**src/rtl/match_pkg.sv**
```systemverilog
// Shared definitions for the best-of-N match sequencer: state encoding,
// winning game score, side codes and a saturating tally increment.
package match_pkg;

    typedef enum logic [2:0] {
        S_IDLE  = 3'd0,
        S_ARM   = 3'd1,
        S_PLAY  = 3'd2,
        S_SCORE = 3'd3,
        S_PAUSE = 3'd4,
        S_DONE  = 3'd5
    } state_t;

    localparam logic [1:0] WIN_SCORE  = 2'b11;
    localparam logic       SIDE_LEFT  = 1'b1;
    localparam logic       SIDE_RIGHT = 1'b0;

    function automatic logic [3:0] sat_inc(input logic [3:0] val);
        return (val == 4'hF) ? 4'hF : val + 4'd1;
    endfunction

endpackage

```
**src/rtl/match_timer.sv**
```systemverilog
// Loadable down-counter; o_done flags terminal count (zero). Used for the
// player-reset hold and the inter-game pause.
module match_timer #(
    parameter int WIDTH = 4
) (
    input  logic             i_clock,
    input  logic             i_reset,
    input  logic             i_load,
    input  logic [WIDTH-1:0] i_load_val,
    input  logic             i_count,
    output logic             o_done
);

    logic [WIDTH-1:0] r_count;

    always_ff @(posedge i_clock or negedge i_reset) begin
        if (!i_reset) begin
            r_count <= '0;
        end else if (i_load) begin
            r_count <= i_load_val;
        end else if (i_count && (r_count != '0)) begin
            r_count <= r_count - 1'b1;
        end
    end

    assign o_done = (r_count == '0);

endmodule

```
**src/rtl/match_controller.sv**
```systemverilog
// Best-of-N match sequencer around the single-game player block: arms each
// game, gates the paddle buttons, tallies game wins and declares the winner.
//
// state | meaning
// IDLE  | after reset, player held in reset, waiting for start
// ARM   | player held in reset for RST_CYCLES
// PLAY  | game running, buttons passed through
// SCORE | one cycle: judge the finished game
// PAUSE | scores visible, buttons blocked for PAUSE_CYCLES
// DONE  | match decided, waiting for start
module match_controller
    import match_pkg::*;
#(
    parameter int GAMES_TO_WIN = 3,
    parameter int RST_CYCLES   = 4,
    parameter int PAUSE_CYCLES = 100_000_000
) (
    input  logic       i_clock,
    input  logic       i_reset,
    input  logic       i_start,
    input  logic       i_left_btn,
    input  logic       i_right_btn,
    input  logic       i_gamestate,
    input  logic [1:0] i_leftpscore,
    input  logic [1:0] i_rightpscore,
    output logic       o_game_rst_n,
    output logic       o_leftplayer,
    output logic       o_rightplayer,
    output logic [3:0] o_left_games,
    output logic [3:0] o_right_games,
    output logic       o_match_over,
    output logic       o_match_winner
);

    localparam int               ARM_W      = $clog2(RST_CYCLES + 1);
    localparam int               PAUSE_W    = $clog2(PAUSE_CYCLES + 1);
    // Timers load N-1 so the state lasts N cycles including the done cycle.
    localparam logic [ARM_W-1:0]   ARM_LOAD   = ARM_W'(RST_CYCLES - 1);
    localparam logic [PAUSE_W-1:0] PAUSE_LOAD = PAUSE_W'(PAUSE_CYCLES - 1);
    localparam logic [3:0]       WIN_GAMES  = 4'(GAMES_TO_WIN);

    state_t     r_state, w_next;
    logic       r_start_q, r_gs_q, r_seen_active;
    logic [3:0] r_left_games, r_right_games;
    logic       r_match_over, r_match_winner;
    logic       r_game_rst_n, r_leftplayer, r_rightplayer;

    logic       w_start_rise, w_fall;
    logic       w_arm_load, w_arm_done, w_pause_load, w_pause_done;
    logic       w_clear, w_left_inc, w_right_inc;
    logic [3:0] w_left_next, w_right_next;

    assign w_start_rise = i_start & ~r_start_q;
    assign w_fall       = r_gs_q & ~i_gamestate;
    assign w_left_next  = sat_inc(r_left_games);
    assign w_right_next = sat_inc(r_right_games);

    match_timer #(.WIDTH(ARM_W)) u_arm_timer (
        .i_clock    (i_clock),
        .i_reset    (i_reset),
        .i_load     (w_arm_load),
        .i_load_val (ARM_LOAD),
        .i_count    (r_state == S_ARM),
        .o_done     (w_arm_done)
    );

    match_timer #(.WIDTH(PAUSE_W)) u_pause_timer (
        .i_clock    (i_clock),
        .i_reset    (i_reset),
        .i_load     (w_pause_load),
        .i_load_val (PAUSE_LOAD),
        .i_count    (r_state == S_PAUSE),
        .o_done     (w_pause_done)
    );

    always_ff @(posedge i_clock or negedge i_reset) begin
        if (!i_reset) r_state <= S_IDLE;
        else          r_state <= w_next;
    end

    always_comb begin
        w_next       = r_state;
        w_arm_load   = 1'b0;
        w_pause_load = 1'b0;
        w_clear      = 1'b0;
        w_left_inc   = 1'b0;
        w_right_inc  = 1'b0;
        case (r_state)
            S_IDLE, S_DONE: begin
                if (w_start_rise) begin
                    w_clear    = 1'b1;
                    w_arm_load = 1'b1;
                    w_next     = S_ARM;
                end
            end
            S_ARM: begin
                if (w_arm_done) w_next = S_PLAY;
            end
            S_PLAY: begin
                if (w_fall && r_seen_active) w_next = S_SCORE;
            end
            S_SCORE: begin
                if (i_leftpscore == WIN_SCORE)       w_left_inc  = 1'b1;
                else if (i_rightpscore == WIN_SCORE) w_right_inc = 1'b1;
                if ((w_left_inc && (w_left_next >= WIN_GAMES)) ||
                    (w_right_inc && (w_right_next >= WIN_GAMES))) begin
                    w_next = S_DONE;
                end else begin
                    w_pause_load = 1'b1;
                    w_next       = S_PAUSE;
                end
            end
            S_PAUSE: begin
                if (w_pause_done) begin
                    w_arm_load = 1'b1;
                    w_next     = S_ARM;
                end
            end
            default: w_next = S_IDLE;
        endcase
    end

    // Outputs are registered from the next state so they track r_state exactly.
    always_ff @(posedge i_clock or negedge i_reset) begin
        if (!i_reset) begin
            r_start_q      <= 1'b0;
            r_gs_q         <= 1'b0;
            r_seen_active  <= 1'b0;
            r_left_games   <= 4'd0;
            r_right_games  <= 4'd0;
            r_match_over   <= 1'b0;
            r_match_winner <= SIDE_RIGHT;
            r_game_rst_n   <= 1'b0;
            r_leftplayer   <= 1'b0;
            r_rightplayer  <= 1'b0;
        end else begin
            r_start_q     <= i_start;
            r_gs_q        <= i_gamestate;
            r_game_rst_n  <= (w_next != S_IDLE) && (w_next != S_ARM);
            r_leftplayer  <= i_left_btn  & (w_next == S_PLAY);
            r_rightplayer <= i_right_btn & (w_next == S_PLAY);

            if (r_state != S_PLAY) r_seen_active <= 1'b0;
            else if (i_gamestate)  r_seen_active <= 1'b1;

            if (w_clear) begin
                r_left_games  <= 4'd0;
                r_right_games <= 4'd0;
                r_match_over  <= 1'b0;
            end else begin
                if (w_left_inc)  r_left_games  <= w_left_next;
                if (w_right_inc) r_right_games <= w_right_next;
                if (w_next == S_DONE && r_state == S_SCORE) begin
                    r_match_over   <= 1'b1;
                    r_match_winner <= w_left_inc ? SIDE_LEFT : SIDE_RIGHT;
                end
            end
        end
    end

    assign o_game_rst_n   = r_game_rst_n;
    assign o_leftplayer   = r_leftplayer;
    assign o_rightplayer  = r_rightplayer;
    assign o_left_games   = r_left_games;
    assign o_right_games  = r_right_games;
    assign o_match_over   = r_match_over;
    assign o_match_winner = r_match_winner;

endmodule
```
**config.mk**
```make
export PLATFORM = sky130hd
export DESIGN_NAME = match_controller
export DESIGN_NICKNAME = d
export VERILOG_FILES = /design/src/rtl/match_pkg.sv /design/src/rtl/match_timer.sv /design/src/rtl/match_controller.sv
export SDC_FILE = /design/constraint.sdc
export NUM_CORES = 1
export LEC_CHECK = 0
export CAP_MARGIN = 20
export CELL_PAD_IN_SITES_DETAIL_PLACEMENT = 1
export CELL_PAD_IN_SITES_GLOBAL_PLACEMENT = 2
export CORE_ASPECT_RATIO = 1.2
export CORE_UTILIZATION = 33
export DETAILED_ROUTE_END_ITERATION = 6
export PLACE_DENSITY_LB_ADDON = 0.1
export SYNTH_ARGS = -nofsm -noshare
export SYNTH_HDL_FRONTEND = slang
export SYNTH_SLANG_ARGS = --single-unit
export TNS_END_PERCENT = 30
```
**constraint.sdc**
```tcl
create_clock -name i_clock -period 2.4 [get_ports i_clock]
set_input_delay 0.48 -clock i_clock [delete_from_list [all_inputs] [get_ports i_clock]]
set_output_delay 0.48 -clock i_clock [all_outputs]
set_load 0.02 [all_outputs]
```
-- Yosys cells after proc, flatten, opt, wreduce, memory -nomap -nowiden
Index checks and enable logic that the tools add are counted.
- output and inout bits: 13
- logic and storage cells: 95
- flip-flop bits (word level): 49
- input port bits: 10
- bitwise logic cells: 7
- reductions and logical operators: 22
- magnitude comparators: 2
- add/subtract/negate cells: 4
- equality and inequality tests: 13
- multiplexer cells: 34
- operator list (cell ; count):
    2-to-1 mux 27 bit ; 2
    logical NOT 27 bit ; 1
    nonzero test 27 bit ; 1
    subtractor 27 x 1 -> 27 bit, second input constant ; 1
    2-to-1 mux 4 bit ; 6
    2-to-1 mux 1 bit ; 18
    2-to-1 mux 3 bit ; 6
    case mux 3 bit (5 select lines) ; 1
    nonzero test 2 bit ; 6
    equality test 3 x 2 -> 1 bit, second input constant ; 3
    equality test 3 bit, second input constant ; 3
    adder 4 x 1 -> 4 bit, second input constant ; 2
    equality test 4 bit, second input constant ; 2
    >= comparator 4 x 2 -> 1 bit, second input constant ; 2
    logical AND 1 bit ; 7
    logical NOT 3 bit ; 2
    nonzero test 3 bit ; 2
    bitwise AND 1 bit ; 4
    equality test 2 bit, second input constant ; 2
    equality test 3 x 1 -> 1 bit, second input constant ; 1
    != test 3 x 1 -> 1 bit, second input constant ; 1
    != test 3 x 2 -> 1 bit, second input constant ; 1
    inverter 1 bit ; 3
    subtractor 3 x 1 -> 3 bit, second input constant ; 1
    4 further kinds ; 4

-- Depth between registers and ports, before layout
Gate-level depths: netlist of the first run.
- depth in word-level cells: 12
- gate-level depth with buffers: 10

-- By module
From an unflattened synthesis of the first run, not the netlist that was laid out.
- cells, all modules: 324
- area, all modules: 3081.7 µm²
- by module, submodules not included (module ; sequential area each (µm²) ; area an instance (µm²) ; times used ; cells an instance):
    match_timer at u_pause_timer ; 675.6 ; 1821.7 ; 1 ; 199
    match_controller ; 475.5 ; 1069.8 ; 1 ; 106
    match_timer at u_arm_timer ; 75.1 ; 190.2 ; 1 ; 19

-- Worst setup path after synthesis of the first run
No wires, ideal clock.
- kind: register -> register
- start: register u_pause_timer.r_count[0]
- end: register u_pause_timer.r_count[3]
- arrival: 2.365 ns
- setup time: 0.132 ns
- path buffers: 2
- path slack: -0.096 ns
- stages on the path, launching flop included: 10
- path through: dfrtp_1 -> inv_1 -> ha_1 -> or3b_2 -> or4_1 -> buf_2 -> o21ai_4 -> buf_6 -> nor3_1 -> or3b_1
- longest elaborated chain between the ends: 3
- ends and longest elaborated chain (element ; RTL line ; RTL):
    from (decl) ; match_timer.sv:14 ; logic [WIDTH-1:0] r_count;
    from (signal assigned) ; match_timer.sv:20 ; r_count <= i_load_val;
    from (signal assigned) ; match_timer.sv:22 ; r_count <= r_count - 1'b1;
    subtractor 27 x 1 -> 27 bit / nonzero test 27 bit (equally long branches) ; match_timer.sv:22, match_timer.sv:21 ;
    2-to-1 mux 27 bit / logical AND 1 bit (equally long branches) ; match_timer.sv:21 ; end else if (i_count && (r_count != '0)) begin
    2-to-1 mux 27 bit / nonzero test 2 bit (equally long branches) ; n/a ;
Parallel ways exist; a longest one is shown, timed or not. The select of a mux whose other input is x is not followed.
A chain may end at the register's enable or synchronous reset.

-- Worst setup path after layout of the first run
- start: register u_pause_timer.r_count[7]
- end: register u_pause_timer.r_count[25]
The elaborated chain is that of the path after synthesis.

==> results of run 1 <==
==> synth_stat cells, drive strengths merged, types with 3 or more instances <==
cell    instances
xor2            3
nor4            5
dfrtp          49
nand3          13
or3            15
a21oi          17
or3b            4
or4            18
nor3           12
nor2b           7
nand2          14
o211ai          7
xnor2           3
nand2b          5
o31ai          11
or2             5
nand3b          3
o21ai          14
ha              6
buf             4
nor2           13
clkbuf          8
inv            11
==> layout make-up <==
type | instances | area [um2]
Inverter | 11 | 41.29
Fill cell | 888 | 4155
Clock inverter | 3 | 65.06
Tap cell | 92 | 115.1
Sequential cell | 49 | 1227
Multi-Input combinational cell | 200 | 1384
Clock buffer | 5 | 68.82
Timing Repair Buffer | 71 | 606.8
==> cells in the final DEF, fill, tap and decap left out, drive strengths merged, types with 11 or more instances in the layout <==
| cell type | instances |
|---|---|
| inv | 11 |
| o31ai | 11 |
| a21oi | 17 |
| clkdlybuf4s50 | 21 |
| nor2 | 13 |
| dfrtp | 49 |
| o21ai | 14 |
| buf | 50 |
| nand2 | 14 |
| nor3 | 12 |
| nand3 | 13 |
| or3 | 15 |
| or4 | 18 |
==> cell families (layout without fill, tap and decap cells) <==
logic type,count (synthesis),after routing,synth area share
AND/OR/NAND/NOR,123,123,0.2748
AO/OA/AOI/OAI,65,65,0.1671
flip-flops,49,49,0.4691
buffers and inverters,23,90,0.04021
adder cells (fa/ha/maj),6,6,0.02872
XOR/XNOR,6,6,0.02011
==> critical path, delay by kind of cell, from the launching register on <==
family / cells / cell delay (ns)
DFF: 1 / 0.41
AOI/OAI and AO/OA: 1 / 0.13
and+or+nand+nor: 3 / 1.58
buffers and inverters: 1 / 0.18
==> stage by stage <==
step                      setup WS, ns  cells
after floorplan               -0.09004    272
after CTS                    0.0005738    431
after global routing          -0.02300    431
final                          0.04467    431
after detailed placement       -0.1306    423
after global placement        -0.08827    423
==> worst max path at each step <==
stage                     slack [ns]                               endpoint                                   from
after global routing           -0.02  u_pause_timer.r_count[21]$_DFFE_PN0P_   u_pause_timer.r_count[0]$_DFFE_PN0P_
after CTS                     0.0006  u_pause_timer.r_count[16]$_DFFE_PN0P_  u_pause_timer.r_count[14]$_DFFE_PN0P_
final                           0.04  u_pause_timer.r_count[25]$_DFFE_PN0P_   u_pause_timer.r_count[7]$_DFFE_PN0P_
after global placement         -0.09  u_pause_timer.r_count[25]$_DFFE_PN0P_   u_pause_timer.r_count[7]$_DFFE_PN0P_
after floorplan                -0.09   u_pause_timer.r_count[3]$_DFFE_PN0P_   u_pause_timer.r_count[7]$_DFFE_PN0P_
after detailed placement       -0.13  u_pause_timer.r_count[25]$_DFFE_PN0P_   u_pause_timer.r_count[7]$_DFFE_PN0P_
==> metal layers <==
layer / global-route usage / vias to the layer above
met2: 0.3386 / 22
li1: - / 1144
met5: 0 / -
met1: 0.2092 / 1174
met4: 0.03714 / 0
met3: 0.02573 / 5
==> where the power goes <==
| group | switching (mW) | internal, mW | total (mW) |
|---|---|---|---|
| Clock | 0.299 | 0.414 | 0.713 |
| Combinational | 0.729 | 0.669 | 1.40 |
| Sequential | 0.120 | 1.03 | 1.15 |
| Total | 1.15 | 2.12 | 3.27 |
==> sequential cells by signal, summed over array words and instances (netlist names) <==
| name | flops |
|---|---|
| r_state | 3 |
| r_start_q | 1 |
| u_arm_timer.r_count | 3 |
| o_match_winner | 1 |
| o_game_rst_n | 1 |
| o_match_over | 1 |
| r_seen_active | 1 |
| o_left_games | 4 |
| o_leftplayer | 1 |
| o_right_games | 4 |
| u_pause_timer.r_count | 27 |
| r_gs_q | 1 |
| o_rightplayer | 1 |
==> repair_timing <==
item | 4_1_cts | 5_1_grt
gates resized for setup | 12 | 13
endpoints found under the setup margin | 20 | 27
gates cloned | 0 | 0
pin swaps | 4 | 4
==> results by stage, run 1 <==
Routing:
- The remaining antenna violation count after routing is 0.
- In this run the top signal layer used is met4.
- The number of search-and-repair iterations in the first detailed-routing pass is 4.
- The final wirelength is 6816 um.
- For this run, design rule violations remaining after detail routing come to 0.
- The detailed-routed wire length on met3 is 129 um.
- The wire length on met2 is 3571 um.
- In the final routing, the length of wire on met1 measures 3054 um.
- The first routing iteration left 66 violations.
- The ratio of routed vias to standard cells is 5.441.
- For this block, the via count after detailed routing is 2345.
- The average routed wire per standard cell is 15.81 um.

Timing:
- The worst pin sits at a relative slew slack of 0.6052.
- Subtracting the final worst setup slack from the clock period gives 2.355 ns.
- The setup-violating endpoint count in the final report is 0.
- The pin slew with the least headroom to its limit is 0.5923 ns.
- The total count of max-transition violations in the final report is 0.
- Of the available clock period, the critical path in the final layout requires 0.9814.
- The clock skew after layout is 0.004890 ns.
- The smallest hold slack is 0.1683 ns.
- After routing, the total negative slack on setup checks comes to 0 ns.
- The final-report hold violation count is 0.
- Static timing analysis puts the maximum clock frequency at 424.6 MHz.
- Setup repair after global routing could not meet its margin everywhere.

Yosys:
- The Yosys step of the flow raised 0 warnings.
- The dominant register cell in the synthesized netlist is dfrtp_1.
- The number of enable-type register cells in the synthesized netlist is 0.
- The most area-hungry cell type in the Yosys netlist is dfrtp_1.
- Of the post-synthesis cell area, the dominant cell type holds 0.4691.
- The post-synthesis sequential element count is 49.
- The share of async-settable or async-resettable flops after synthesis is 1.000.
- The count of different cell masters after synthesis is 46.
- The number of instances in the synthesized netlist is 272.
- By area the synthesized netlist is led by dfrtp_1, or4_1, or3_1.
- A synthesized cell averages 9.609 um2.
- The post-synthesis instance area is 0.002614 mm2.
- For this run, the register share of the synthesized area comes to 0.4691.
- The number of nets in the synthesized netlist is 288.

Clock network:
- TritonCTS built the clock tree.
- CTS saw 49 sinks.
- The number of setup buffers added after CTS is 0.
- Buffers inserted to repair hold after CTS numbered 0.
- The H-tree was split into 2 levels.
- The clock slew at the register clock pins of the worst setup and hold paths is 0.09 ns.
- The deepest clock path buffer count is 2.
- The buffer type at the clock tree root is clkbuf_8.
- At the later pin of the worst-skew pair, clock insertion delay measures 0.31 ns.
- The number of CTS-inserted buffers is 5.

Place:
- The placed standard-cell area is 0.003263 mm2.
- The post-detailed-placement half-perimeter wirelength is 5030 um.
- The routability congestion estimate is 0.7599.
- Port buffering added 22 buffers.

Worst setup path:
- STA puts the critical path data arrival time at 2.60 ns.
- The worst register-to-register path ends at u_pause_timer.r_count[25]$_DFFE_PN0P_.
- STA classifies the critical path endpoint as a flip-flop.
- By instance count, the cell type seen most on the critical path is or4_4.
- For the worst setup path, the data required time is 2.64 ns.
- In this run the worst path has a maximum fanout of 6.
- The kind of start point of the critical path is a flip-flop.
- The setup slack of the most critical reg-to-reg path is 0.04 ns.
- The category of the critical setup timing path is reg2reg.
- The worst reg2reg path startpoint is u_pause_timer.r_count[7]$_DFFE_PN0P_.
- The slowest cell on the critical path is or4_4.
- Walking the worst path, the cells encountered are or4_4 > buf_4 > or4_4 > or4_4 > a21oi_2.
- Measured in cells, the most critical reg-to-reg path has a length of 5.
- The delay of the slowest critical-path stage is 0.56 ns.

Cells and area:
- The final antenna diode count is 0.
- The area growth from synthesis to layout is 34.23%.
- Of the cells placed in the final design, the portion with a size suffix greater than 1 is 0.2655.
- The finished cells cover 0.003508 mm2.
- Once layout is complete, the utilization of the core stands at 0.4578.
- For this run, the post-layout net count is 354.

Global routing:
- The via count of the first global-routing pass is 2448.
- The global-route usage over all layers is 0.1770.
- Summed over all layers, the global routing overflow is 0.
- The global-route wire length before repair is 11850 um.
- Entering global routing, the biggest net connects 28 pins.
- The number of antenna violations at the first check in global routing came to 0.

Floorplanning:
- The boundary pin count is 23.
- The initial utilization of the core area, before any placement, comes to 0.3411.
- The row count is 35.
- The die outline height is 99.49 um.
- The die covers 0.008282 mm2.
- In this run the horizontal extent of the chip is 83.24 um.
- The region available for standard cell placement spans 0.007664 mm2.

Flow run:
- The count of max-cap constraint violations is 0.

Power and ir drop:
- The power per unit of standard cell area is 930.9 mW/mm2.
- The leakage power summed over all cells is 1.366 nW.
- The overall power after layout is 3.266 mW.
- The worst vdd rail ir drop is 0.0004265 V.

Worst hold path:
- The worst hold path class is in2async.

Outcome:
- The flow ran to the end, and the final reports show no timing, DRC or antenna violations.
No activity file was read; power rests on OpenSTA's default activity.
==> inputs of run 2 (changes only) <==
--- a/config.mk
+++ b/config.mk
@@ -11,7 +11,8 @@
 export CORE_ASPECT_RATIO = 1.2
 export CORE_UTILIZATION = 33
 export DETAILED_ROUTE_END_ITERATION = 6
-export PLACE_DENSITY_LB_ADDON = 0.1
+export PLACE_DENSITY = 0.78
+export SLEW_MARGIN = 20
 export SYNTH_ARGS = -nofsm -noshare
 export SYNTH_HDL_FRONTEND = slang
 export SYNTH_SLANG_ARGS = --single-unit
==> results by stage, run 2 (synthesized netlist as in run 1, its figures left out) <==
Routing:
- The met1 layer wirelength in the final routing came to 3146 um (+3.0%).
- The remaining antenna violation count after routing is 0 (unchanged).
- The ratio of routed vias to standard cells is 5.432 (-0.17%).
- The wire length on met2 came to 3640 um (+1.9%).
- The number of design-rule violations left by the first detailed-router iteration was 93 (+41%).
- The final wirelength is 6969 um (+2.2%).
- The vias after detailed routing is 2341 (-0.17%).
- The average routed wire per standard cell is 16.17 um (+2.2%).
- The highest layer used for signal routing is met4.
- The detailed-routed wire length on met3 is 115 um (-11%).
- The residual DRC count came to 0 (unchanged).
- The number of search-and-repair iterations in the first detailed-routing pass is 4 (unchanged).

Global routing:
- The total global routing overflow is 0 (unchanged).
- The global-route usage over all layers was 0.1767 (-0.0003254).
- The global-route wire length before repair is 11720 um (-1.0%).
- The via count of the first global-routing pass is 2375 (-3.0%).
- The number of antenna violations at the first check in global routing is 0 (unchanged).
- The maximum number of pins on one net before global-route repair came to 24 (-14%).

Worst setup path:
- The most critical setup path has its startpoint at u_pause_timer.r_count[1]$_DFFE_PN0P_.
- The critical register-to-register path endpoint is u_pause_timer.r_count[21]$_DFFE_PN0P_.
- The worst setup path is launched from a flip-flop.
- The endpoint class of the critical path is a flip-flop.
- The critical-path maximum fanout is 2 (-4).
- The required time reported for the critical path endpoint was 2.58 ns (-0.06 ns).
- The length in cells of the worst reg-to-reg path was 7 (+2).
- The endpoint arrival time on the critical path is 2.55 ns (-0.05 ns).
- The setup slack of the most critical reg-to-reg path is 0.03 ns (about the same).
- Following the worst setup path forward leads to its endpoint at u_pause_timer.r_count[21]$_DFFE_PN0P_.
- In this run the critical register-to-register path is launched from u_pause_timer.r_count[1]$_DFFE_PN0P_.
- The category of the critical setup timing path is reg2reg.

Timing:
- The clock skew after layout was 0.01354 ns (+0.008647 ns).
- The final clock period utilization by the worst path is 0.9874 (+0.006031).
- The smallest hold slack is 0.07393 ns (-0.09437 ns).
- The final-report hold violation count is 0 (unchanged).
- The post-route minimum period is 2.370 ns (+0.01447 ns).
- The peak clock frequency supported by timing came to 422.0 MHz (-0.61%).
- Setup repair after global routing could not meet its margin everywhere.
- The setup-violating endpoint count in the final report is 0 (unchanged).
- The pin slew with the least headroom to its limit was 0.4909 ns (-0.1013 ns).
- The worst slew slack as a fraction of its limit is 0.6720 (+0.06685).
- The total count of max-transition violations in the final report is 0 (unchanged).

Cells and area:
- The share of cells above drive strength 1 is 0.2566 (-0.008850).
- The layout net count came to 354 (unchanged).
- The area added between synthesis and finish is 33.03%.
- The leading cell type in the layout, fill and taps excluded is dfrtp_1.
- Counting flops per register, the top entry is u_pause_timer.r_count.
- The flip-flop count of the largest register, all copies and words added is 27 (unchanged).
- The count of filler cells inserted in the layout is 863 (-2.8%).
- The final antenna diode count is 0 (unchanged).
- In the layout the commonest cells are dfrtp_1, buf_4, clkdlybuf4s50_1, a21oi_1, or3_1.

Flow run:
- The count of max-cap constraint violations is 0 (unchanged).

Clock network:
- The deepest clock path buffer count is 2 (unchanged).
- TritonCTS built the clock tree.
- The later-pin clock latency in the skew report is 0.31 ns (about the same).
- The number of CTS-inserted buffers is 5 (unchanged).
- The buffer type at the clock tree root is clkbuf_8.
- The number of buffers inserted by hold repair at cts is 0 (unchanged).
- The clock net sink count is 49 (unchanged).
- The clock slew at the register clock pins of the worst setup and hold paths came to 0.11 ns (+0.02 ns).
- The H-tree level count came to 2 (unchanged).

Floorplanning:
- The row count is 35 (unchanged).
- The floorplan core area is 0.007664 mm2 (unchanged).
- The die outline height is 99.49 um (unchanged).
- The die extent in x came to 83.24 um (unchanged).
- The initial standard-cell utilization of the core is 0.3411 (unchanged).
- The boundary pin count is 23 (unchanged).
- The full die area is 0.008282 mm2 (unchanged).

Power and ir drop:
- The power per unit of standard cell area is 925.6 mW/mm2 (-0.56%).
- The leakage power summed over all cells was 1.350 nW (-1.1%).
- The overall power after layout is 3.219 mW (-1.4%).
- The worst vdd rail ir drop is 0.0004669 V (+9.5%).

Worst hold path:
- The worst hold path class is in2async.

Place:
- The post-detailed-placement half-perimeter wirelength is 4969 um (-1.2%).
- The routability congestion estimate is 0.7231 (-4.8%).
- The count of input and output buffers is 22 (unchanged).

Outcome:
- The flow ran to the end, and the final reports show no timing, DRC or antenna violations.
[run 2: how the worst min path moves through the flow]
stage	to	cells past startpoint	slack (ns)	start
floorplan	o_game_rst_n$_DFF_PN0_	0	0.18	i_reset
global route	u_pause_timer.r_count[2]$_DFFE_PN0P_	1	0.1	i_reset
CTS	u_pause_timer.r_count[2]$_DFFE_PN0P_	1	0.08	i_reset
global placement	u_pause_timer.r_count[11]$_DFFE_PN0P_	1	0.42	i_reset
finish	u_pause_timer.r_count[2]$_DFFE_PN0P_	1	0.07	i_reset
detailed placement	u_pause_timer.r_count[11]$_DFFE_PN0P_	1	0.42	i_reset
[run 2: timing repair]
item                                    in CTS  in global routing
endpoints found under the setup margin      19                 26
pin swaps                                    4                  3
resized for setup                            7                 16
gates cloned                                 0                  0
setup buffers                                2                  3
[run 2: layout make-up]
type                            count  area (um2)  area share
Tap cell                           92       115.1     0.03311
Clock inverter                      3       47.55     0.01367
Multi-Input combinational cell    200        1374      0.3951
Timing Repair Buffer               71       603.1      0.1734
Sequential cell                    49        1227      0.3530
Clock buffer                        5       68.82     0.01979
Inverter                           11       41.29     0.01187
[run 2: worst max-delay path, stage by stage (launching register included)]
cell	delay, ns
dfrtp_1	0.40
inv_1	0.08
ha_1	0.13
or3b_4	0.38
or4_4	0.53
o211ai_1	0.31
nor3_2	0.06
or3b_4	0.37
[run 2: through the flow]
stage | setup TNS (ns) | cell area [um2] | util | setup WS (ns) | std cells
2_1_floorplan | -0.09863 | 2623 | - | -0.09004 | 272
3_3_place_gp | -0.09844 | 3226 | 0.4209 | -0.03620 | 418
3_5_place_dp | -0.6533 | 3226 | 0.4209 | -0.1085 | 418
4_1_cts | -0.03836 | 3383 | 0.4415 | -0.02936 | 428
5_1_grt | -0.2092 | 3477 | 0.4537 | -0.09462 | 431
6_report | 0 | 3477 | 0.4537 | 0.03020 | 431
[run 2: routing by layer]
layer,track usage,vias to the layer above
met2,0.3291,25
met3,0.02241,5
li1,-,1146
met4,0.03979,0
met1,0.2172,1165
met5,0,-
[run 2: power by group]
group | total, mW | internal [mW] | switching, mW | leakage (nW)
sequential | 1.17 | 1.03 | 0.135 | 0.571
combinational | 1.42 | 0.679 | 0.740 | 0.720
clock | 0.629 | 0.319 | 0.310 | 0.0591
total | 3.22 | 2.03 | 1.19 | 1.35
